<file path="src/rtl/pulse_count_handoff.sv">
// pulse_count_handoff
// Fast-domain event aggregator feeding a fast-to-slow pulse synchronizer.
// It counts event pulses into an accumulator, freezes the count into a
// hold register, fires a one-cycle request, and waits for the
// synchronizer's completion before it launches the next batch. This keeps
// the count the slow side samples stable for the whole crossing.
//
// Parameters
//   W        accumulator / hold register width
//   TMO      maximum WAIT cycles before abort (>= 1)
// Ports
//   ckf      fast clock, rising edge
//   resetnf  asynchronous active-low reset
//   en       event counting enable
//   evt      event pulse, one count per high cycle
//   clr      synchronous clear of the sticky flags (a same-cycle set wins)
//   donef    single-cycle completion from the synchronizer
//   pulsef   registered single-cycle request to the synchronizer
//   cnt_hold frozen batch count, stable from pulsef until the next launch
//   busy     high while waiting for donef
//   ovf      sticky: an increment was lost to saturation
//   tmo_err  sticky: a WAIT was aborted by timeout
`timescale 1ns/1ps
module pulse_count_handoff #(
   parameter int unsigned W   = 16,
   parameter int unsigned TMO = 1023
) (
   input  logic         ckf,
   input  logic         resetnf,
   input  logic         en,
   input  logic         evt,
   input  logic         clr,
   input  logic         donef,
   output logic         pulsef,
   output logic [W-1:0] cnt_hold,
   output logic         busy,
   output logic         ovf,
   output logic         tmo_err
);

   localparam int unsigned TW = $clog2(TMO + 1);

   typedef enum logic {IDLE, WAIT} state_t;

   state_t          state_q, state_d;
   logic [W-1:0]    acc_q, acc_d;
   logic [W-1:0]    hold_q, hold_d;
   logic            pulse_q, pulse_d;
   logic            ovf_q, ovf_d;
   logic            tmo_q, tmo_d;
   logic [TW-1:0]   tcnt_q, tcnt_d;

   logic            inc;
   logic            acc_sat;
   logic            set_ovf;
   logic            set_tmo;

   assign inc     = en & evt;
   assign acc_sat = (acc_q == {W{1'b1}});

   always_comb begin
      state_d = state_q;
      acc_d   = acc_q;
      hold_d  = hold_q;
      pulse_d = 1'b0;
      tcnt_d  = tcnt_q;
      set_ovf = 1'b0;
      set_tmo = 1'b0;

      // Default accumulate with saturation; a lost increment is an overflow.
      if (inc) begin
         if (acc_sat) set_ovf = 1'b1;
         else         acc_d   = acc_q + W'(1);
      end

      case (state_q)
         IDLE: begin
            if (acc_q != '0) begin
               // Launch: a same-cycle event starts the next batch, so
               // nothing is lost and no overflow applies here.
               hold_d  = acc_q;
               acc_d   = inc ? W'(1) : '0;
               set_ovf = 1'b0;
               pulse_d = 1'b1;
               tcnt_d  = '0;
               state_d = WAIT;
            end
         end
         WAIT: begin
            tcnt_d = tcnt_q + TW'(1);
            // Completion beats timeout when both land on the same cycle.
            if (donef) begin
               state_d = IDLE;
            end else if (tcnt_q == TW'(TMO - 1)) begin
               set_tmo = 1'b1;
               state_d = IDLE;
            end
         end
         default: state_d = IDLE;
      endcase

      ovf_d = set_ovf | (ovf_q & ~clr);
      tmo_d = set_tmo | (tmo_q & ~clr);
   end

   always_ff @(posedge ckf or negedge resetnf) begin
      if (!resetnf) begin
         state_q <= IDLE;
         acc_q   <= '0;
         hold_q  <= '0;
         pulse_q <= 1'b0;
         ovf_q   <= 1'b0;
         tmo_q   <= 1'b0;
         tcnt_q  <= '0;
      end else begin
         state_q <= state_d;
         acc_q   <= acc_d;
         hold_q  <= hold_d;
         pulse_q <= pulse_d;
         ovf_q   <= ovf_d;
         tmo_q   <= tmo_d;
         tcnt_q  <= tcnt_d;
      end
   end

   assign pulsef   = pulse_q;
   assign cnt_hold = hold_q;
   assign busy     = (state_q == WAIT);
   assign ovf      = ovf_q;
   assign tmo_err  = tmo_q;

endmodule

</file>
<file path="config.mk">
export PLATFORM = sky130hd
export DESIGN_NAME = pulse_count_handoff
export DESIGN_NICKNAME = d
export VERILOG_FILES = /design/src/rtl/pulse_count_handoff.sv
export SDC_FILE = /design/constraint.sdc
export NUM_CORES = 1
export LEC_CHECK = 0
export BUFFER_PORTS_ARGS = -buffer_cell sky130_fd_sc_hd__buf_4
export CAP_MARGIN = 20
export CORE_ASPECT_RATIO = 0.8
export CORE_UTILIZATION = 30
export CTS_BUF_LIST = sky130_fd_sc_hd__clkbuf_16
export CTS_CLUSTER_SIZE = 40
export DETAILED_ROUTE_END_ITERATION = 7
export PLACE_DENSITY = 0.48
export SLEW_MARGIN = 20
export SYNTH_ARGS = -nofsm -noshare
export SYNTH_HDL_FRONTEND = slang
export SYNTH_SLANG_ARGS = --single-unit
</file>
<file path="constraint.sdc">
create_clock -name ckf -period 2.5 [get_ports ckf]
set_clock_uncertainty 0.15 [all_clocks]
set_input_delay 0.375 -clock ckf [delete_from_list [all_inputs] [get_ports ckf]]
set_output_delay 0.375 -clock ckf [all_outputs]
set_load 0.005 [all_outputs]
</file>
Word level (Yosys, flattened, before mapping):

Index checks and enable logic that the tools add are counted.

* $add $sub $neg: 2
* multiply operators: 0
* div/mod/pow operators: 0
* $lt $le $gt $ge: 0
* eq/ne operators: 3
* shift operators: 0
* muxes and demuxes: 19
* bitwise gates (word level): 7
* reduce and logical (&&, ||, !) cells: 2

Operator list (number)
* two-way mux 16 bit: 4
* case mux 10 bit (2 select lines): 1
* adder 16 x 1 -> 16 bit, second input constant: 1
* == test 16 bit, second input constant: 1
* nonzero test 16 bit: 1
* two-way mux 1 bit: 12
* adder 10 x 1 -> 10 bit, second input constant: 1
* == test 10 bit, second input constant: 1
* two-way mux 10 bit: 1
* AND 1 bit: 3
* != test 2 bit, second input constant: 1
* inverter 1 bit: 2
* bitwise OR 1 bit: 2
* case mux 1 bit (2 select lines): 1
* AND reduction 2 bit: 1

* register bits: 46
* bits in latches: 0
* RAM bits: 0
* ROM bits: 0
* input bits: 6
* word-level logic and storage cells: 40
* memories kept: 0

Longest topological paths before layout:

Gate-level depths: netlist of run 1.

* word-level depth: 6
* mapped depth: 9
* gate-level depth less buffers: 7

Least setup slack after synthesis of run 1:

No wires, ideal clock.

* path type: register -> register
* from: register acc_q[0]
* to: register acc_q[10]
* setup time: 77 ps
* arrival: 1657 ps
* required time: 2273 ps
* setup slack: 616 ps
* cell stages (with the launch flop): 6
* buffers on the path: 0
* clock period less this slack: 1884 ps
* cell sequence: dfrtp_1 -> ha_1 -> nand3_1 -> or3_4 -> or4_1 -> a21oi_1

* cells in the longest elaborated chain, start to end: 5
* elaborated cells between the ends (all ways): 7
* classes of those cells: add/sub: 1; eq/ne: 1; mux: 4; reduce/logical: 1

RTL lines
* from (decl): line 46 `logic [W-1:0] acc_q, acc_d;`
* from (signal assigned): line 109 `acc_q <= '0;`
* from (signal assigned): line 117 `acc_q <= acc_d;`
* adder 16 x 1 -> 16 bit or == test 16 bit (tied branches): line 73, 59
* two-way mux 16 bit: line 72 `if (acc_sat) set_ovf = 1'b1;`
* two-way mux 16 bit: line 71 `if (inc) begin`
* two-way mux 16 bit: line 78 `if (acc_q != '0) begin`
* two-way mux 16 bit *: line 76 `case (state_q)`
* net acc_d[10]: line 46

The timed path passes the listed nets; every way through them passes the cells marked *.
A chain may end at the register's enable or synchronous reset.

Worst setup path in the final report of run 1:

Ends and elaborated chain as after synthesis.

==> flow_summary.ini, run 1 <==
[layout]
fill_cells = 716
syn_to_final_growth_pct = 18.9
drive_above_1_share_pct = 22.8
final_common_cell = dfrtp_1
layout_common_cells = dfrtp_1, buf_4, nand2_1, o21ai_0, nand3_1
antenna_cells = 0
layout.nets = 251

[yosys]
synth_top_cell_by_area = dfrtp_1
synth_warnings = 0
ys_seq_elements = 46
synth-edff-count = 0
syn_area_per_cell_um2 = 10.4
synth.area.top_cells = dfrtp_1, mux2_2, nand2_1
synth_ff_type = dfrtp_1
synth_nets = 224
netlist_area_um2 = 2220
syn_inst = 214
ys_types = 42
ys_seq_area_share_pct = 51.8
async_flop_share_pct = 100
yosys.area.top_type_share_pct = 51.8

[sta]
worstMarginPinSlew_ns = 0.650
hold_viol = 0
fin_ws_ns = 0.419
finalCritPeriodShare_pct = 83.2
rsz0062_at_grt = no
clock.fmax_ghz = 0.481
fin_crit_ns = 2.08
setup_viol = 0
setup_tns_ns = 0
slew_headroom_pct = 56.3
slew_violations = 0

[routing]
drt-pass1-iter-count = 6
vias = 1729
routed_wl_mm = 4.91
wl_per_cell_um = 15.0
drcViolationCount = 0
drtIter0Drc = 150
final_antenna_net_count = 0
via_per_inst = 5.27

[clocking]
cts_tree = yes
insertion_delay_ns = 0.29
clk_pin_slew_worst_paths_ns = 0.06
htreeDepth = 2
ctsRootBufferMaster = clkbuf_16
clockBufferDepth = 2
clock_sinks = 46
cts-buffers-inserted = 5

[power_and_ir_drop]
ir_drop_mv = 0.298
leakagePower_uw = 0.00120
finalPower_uw = 2060
powerDensity_nw_per_um2 = 779

[global_route]
grt_pass1_wl_mm = 8.37
grt_overflow = 0
grt_pass1_vias = 1586
antenna_found_initial = 0
grt_max_degree = 47
grtUsageTotal_pct = 14.0

[floorplanning]
die-area_um2 = 7760
fp.dieW_um = 98.2
die_y_um = 79.0
start_util_pct = 31.6
pin_count = 26
design.core.area_um2 = 7030
num_rows = 27

[placement]
portBuffers = 25
place.gp.congestion = 0.897
dp_hpwl_mm = 3.40
pre_cts_slack_ns = 0.412

[run]
cap_violations = 0

[worst_setup_path]
crit_type = flop to flop
startpoint_type = flop
crit_arrival_ns = 2.14
cp_max_fo = 4
worstPathRequired_ns = 2.56
cp-end-kind = flop

[run_status]
outcome = completed

[worst_hold_path]
min_path_type = primary input to flop
power by group:
part / internal [uW] / leakage, uW / switching (uW) / total [uW]
clock: 361 / 0.0000671 / 268 / 629
combinational: 207 / 0.000498 / 306 / 513
sequential: 821 / 0.000632 / 95.6 / 917
final timing paths:
check                               endpoint          from  slack (ns)  depth (start not counted)
worst max register to register     acc_q[10]      acc_q[0]        0.42                          5
max in group asynchronous       cnt_hold[10]       resetnf        1.31                          2
worst max-delay path               acc_q[10]      acc_q[0]        0.42                          5
worst min register to register  cnt_hold[15]  cnt_hold[15]        0.34                          2
worst min-delay path                     ovf           clr        0.13                          2
min in group asynchronous           acc_q[8]       resetnf        0.48                          2
through the flow:
step | instance area, um^2 | util [%] | hold WS (ns) | std cells
final | 2640 | 37.6 | 0.133 | 328
after global routing | 2640 | 37.6 | 0.139 | 328
after CTS | 2640 | 37.6 | 0.131 | 328
after detailed placement | 2500 | 35.5 | 0.278 | 320
after global placement | 2500 | 35.5 | 0.275 | 320
after floorplan | 2220 | - | -0.0706 | 214
cell families after synthesis:
family | Yosys count | share of synthesized area (%)
AO/OA/AOI/OAI | 45 | 13.2
adder cells (fa/ha/maj) | 4 | 2.25
AND/OR/NAND/NOR | 82 | 21.1
buffers and inverters | 22 | 4.56
multiplexers | 11 | 5.57
XOR/XNOR | 4 | 1.58
flip-flops | 46 | 51.8
critical path, stage by stage, from the launching register on:
cell and delay [ns]:
dfrtp_1 0.39, ha_1 0.23, nand3_1 0.17, or3_4 0.44, or4_1 0.47, a21oi_1 0.15
synth_stat cells (2+ instances only):
cell type	instances
dfrtp_1	46
nand2_1	24
o21ai_0	13
nand3_1	12
mux2_2	11
inv_1	10
a21oi_1	9
nor2_1	7
buf_2	6
nor4_1	6
nand4_1	5
and4_1	4
ha_1	4
o211ai_1	4
o31ai_1	4
o41ai_1	4
and3_1	3
clkbuf_1	3
nand2b_1	3
nor3_1	3
or3_1	3
or4_1	3
a211oi_1	2
a22o_1	2
a31oi_1	2
nand3_2	2
or2_2	2
xnor2_1	2
xor2_1	2
state kept, by name, summed over array words and instances, names as in the netlist:
register  cells
acc_q        16
cnt_hold     16
tcnt_q       10
busy          1
ovf           1
pulsef        1
tmo_err       1
what timing repair did:
item	4_1_cts	5_1_grt
endpoints found under the hold margin	46	0
resized for setup	0	0
hold buffers	1	0
setup buffers	0	0
setup endpoints to repair	0	0
per-layer routing:
layer	part of all wire, %	global-route usage, %
met1	53	21.5
met2	41	18.9
met3	4.3	3.08
met4	1.2	4.93
met5	0	0
cell type report:
type                    count  area, um^2  area share (%)
flip-flops and latches     46        1150            43.6
multi-input cells         146         970            36.7
repair buffers             31         235            8.90
clock buffers               5         125            4.73
well taps                  87         109            4.12
inverters                  11        41.3            1.56
clock inverters             2        11.3           0.426
(Power assumes the default switching activity.)
==> inputs of run 2 (changes only) <==
- clock period: 2.5 -> 2.01 ns (I/O delays scaled with it)
==> run 2 against run 1 <==
Die area is the same. Fmax grew 6.3%. Total power grew 38%. Combinational power grew 86%. Cell count grew 9.8%. Count of clock-buffer cells in the layout is the same. Highest routed layer unchanged. Worst setup slack lost 0.37 ns. Global-route usage grew 0.93 points. Sequential power grew 20%. Wire length grew 8.8%.
==> flow_summary.ini, run 2 (synthesis results as in run 1) <==
[sta]
worstMarginPinSlew_ns = 0.607
fin_crit_ns = 1.96
rsz0062_at_grt = yes
slew_headroom_pct = 59.6
hold_viol = 0
setup_viol = 0
finalCritPeriodShare_pct = 97.4
slew_violations = 0
clock.fmax_ghz = 0.511

[floorplanning]
die_y_um = 79.0
die-area_um2 = 7760
num_rows = 27
pin_count = 26
design.core.area_um2 = 7030
fp.dieW_um = 98.2
start_util_pct = 31.6

[routing]
routed_wl_mm = 5.34
via_per_inst = 5.14
vias = 1852
drtIter0Drc = 75
drcViolationCount = 0
final_antenna_net_count = 0
wl_per_cell_um = 14.8
drt-pass1-iter-count = 6

[worst_setup_path]
rr_endpoint = acc_q[10]
startpoint_type = flop
rrSetupSlack_ns = 0.05
max_stage_delay_ns = 0.47
r2r-start = acc_q[4]
worstPathRequired_ns = 2.07
crit_buf_inv = 1
cp-end-kind = flop
r2r_cells = 5
crit_type = flop to flop
path_delay_family = simple AND/OR/NAND/NOR gates
path_cells = buf_6 -> nand3_2 -> or3_4 -> or4_1 -> a21oi_1
crit_arrival_ns = 2.02
crit_cells = 5
crit_slowest_cell = or4_1
cp_max_fo = 7

[power_and_ir_drop]
powerDensity_nw_per_um2 = 962
finalPower_uw = 2850
ir_drop_mv = 0.373
leakagePower_uw = 0.00137

[clocking]
clk_pin_slew_worst_paths_ns = 0.06
ctsRootBufferMaster = clkbuf_16
cts_tree = yes
clock_sinks = 46
clockBufferDepth = 2
htreeDepth = 2
insertion_delay_ns = 0.28
cts-buffers-inserted = 5

[layout]
layout_common_cells = buf_4, dfrtp_1, nand2_1, o21ai_0, nand3_1
antenna_cells = 0
drive_above_1_share_pct = 34.4
syn_to_final_growth_pct = 33.3
layout.nets = 282
fin_area_um2 = 2960
final_common_cell = buf_4

[worst_hold_path]
min_path_type = primary input to flop
holdPathEnd = ovf
min-delay-start = clr
worstHoldPathCells = 2

[run]
cap_violations = 0

[placement]
portBuffers = 25
dp_hpwl_mm = 3.85
place.gp.congestion = 0.819
dpl_cell_area_um2 = 2730

[global_route]
grt_overflow = 0
antenna_found_initial = 0
grtUsageTotal_pct = 14.9
grt_max_degree = 47
grt_pass1_wl_mm = 8.98
grt_pass1_vias = 1799

[run_status]
outcome = completed
run 2: cell types whose count changed in the layout (fill, tap and decap cells not counted), moves of 2 or more:
cell / delta
nor4_2: +3
buf_4: +28
nor4_1: -3
buf_6: +2
run 2: power by group:
group	switching (uW)	leakage [uW]	internal, uW	total [uW]
clock	344	0.0000672	454	798
sequential	73.6	0.000632	1020	1100
combinational	476	0.000669	481	956
total	893	0.00137	1960	2850
run 2: metal layers:
layer  up-vias  part of all wire [%]  GRT usage, %
met1       905                    52          20.9
met4         0                   1.2          5.52
met2        37                    43          22.3
li1        905                     -             -
met5         -                     0             0
met3         5                   3.7          3.52
run 2: area by class of cell:
cell class / instances / area [um^2]
clock inverter: 3 / 16.3
sequential: 46 / 1150
multi-input combinational: 146 / 1030
clock buffer: 5 / 125
tap: 87 / 109
fill: 714 / 4060
timing repair buffer: 62 / 488
inverter: 11 / 41.3
run 2: per-stage QoR:
stage	hold WS (ns)	worst slack, ns	util [%]	setup TNS, ns	instances
after global routing	0.0672	-0.0187	42.2	-0.0412	360
after detailed placement	0.205	-0.0763	38.8	-0.685	349
final	0.0580	0.0516	42.2	0	360
after CTS	0.0578	0.0118	41.2	0	358
after floorplan	-0.144	0.126	-	0	214
after global placement	0.209	-0.0673	38.8	-0.596	349
run 2: worst max path at each step:
stage,startpoint,endpoint
5_1_grt,acc_q[13],acc_q[11]
6_report,acc_q[4],acc_q[10]
4_1_cts,acc_q[0],acc_q[10]
3_5_place_dp,acc_q[1],cnt_hold[10]
3_3_place_gp,acc_q[4],cnt_hold[8]
2_1_floorplan,acc_q[0],acc_q[10]
run 2: what timing repair did:
item,CTS,global route
endpoints found under the setup margin,20,21
resized for setup,4,8
hold buffers,1,0
endpoints found under the hold margin,46,0
pin swaps,1,3
buffers inserted,0,2
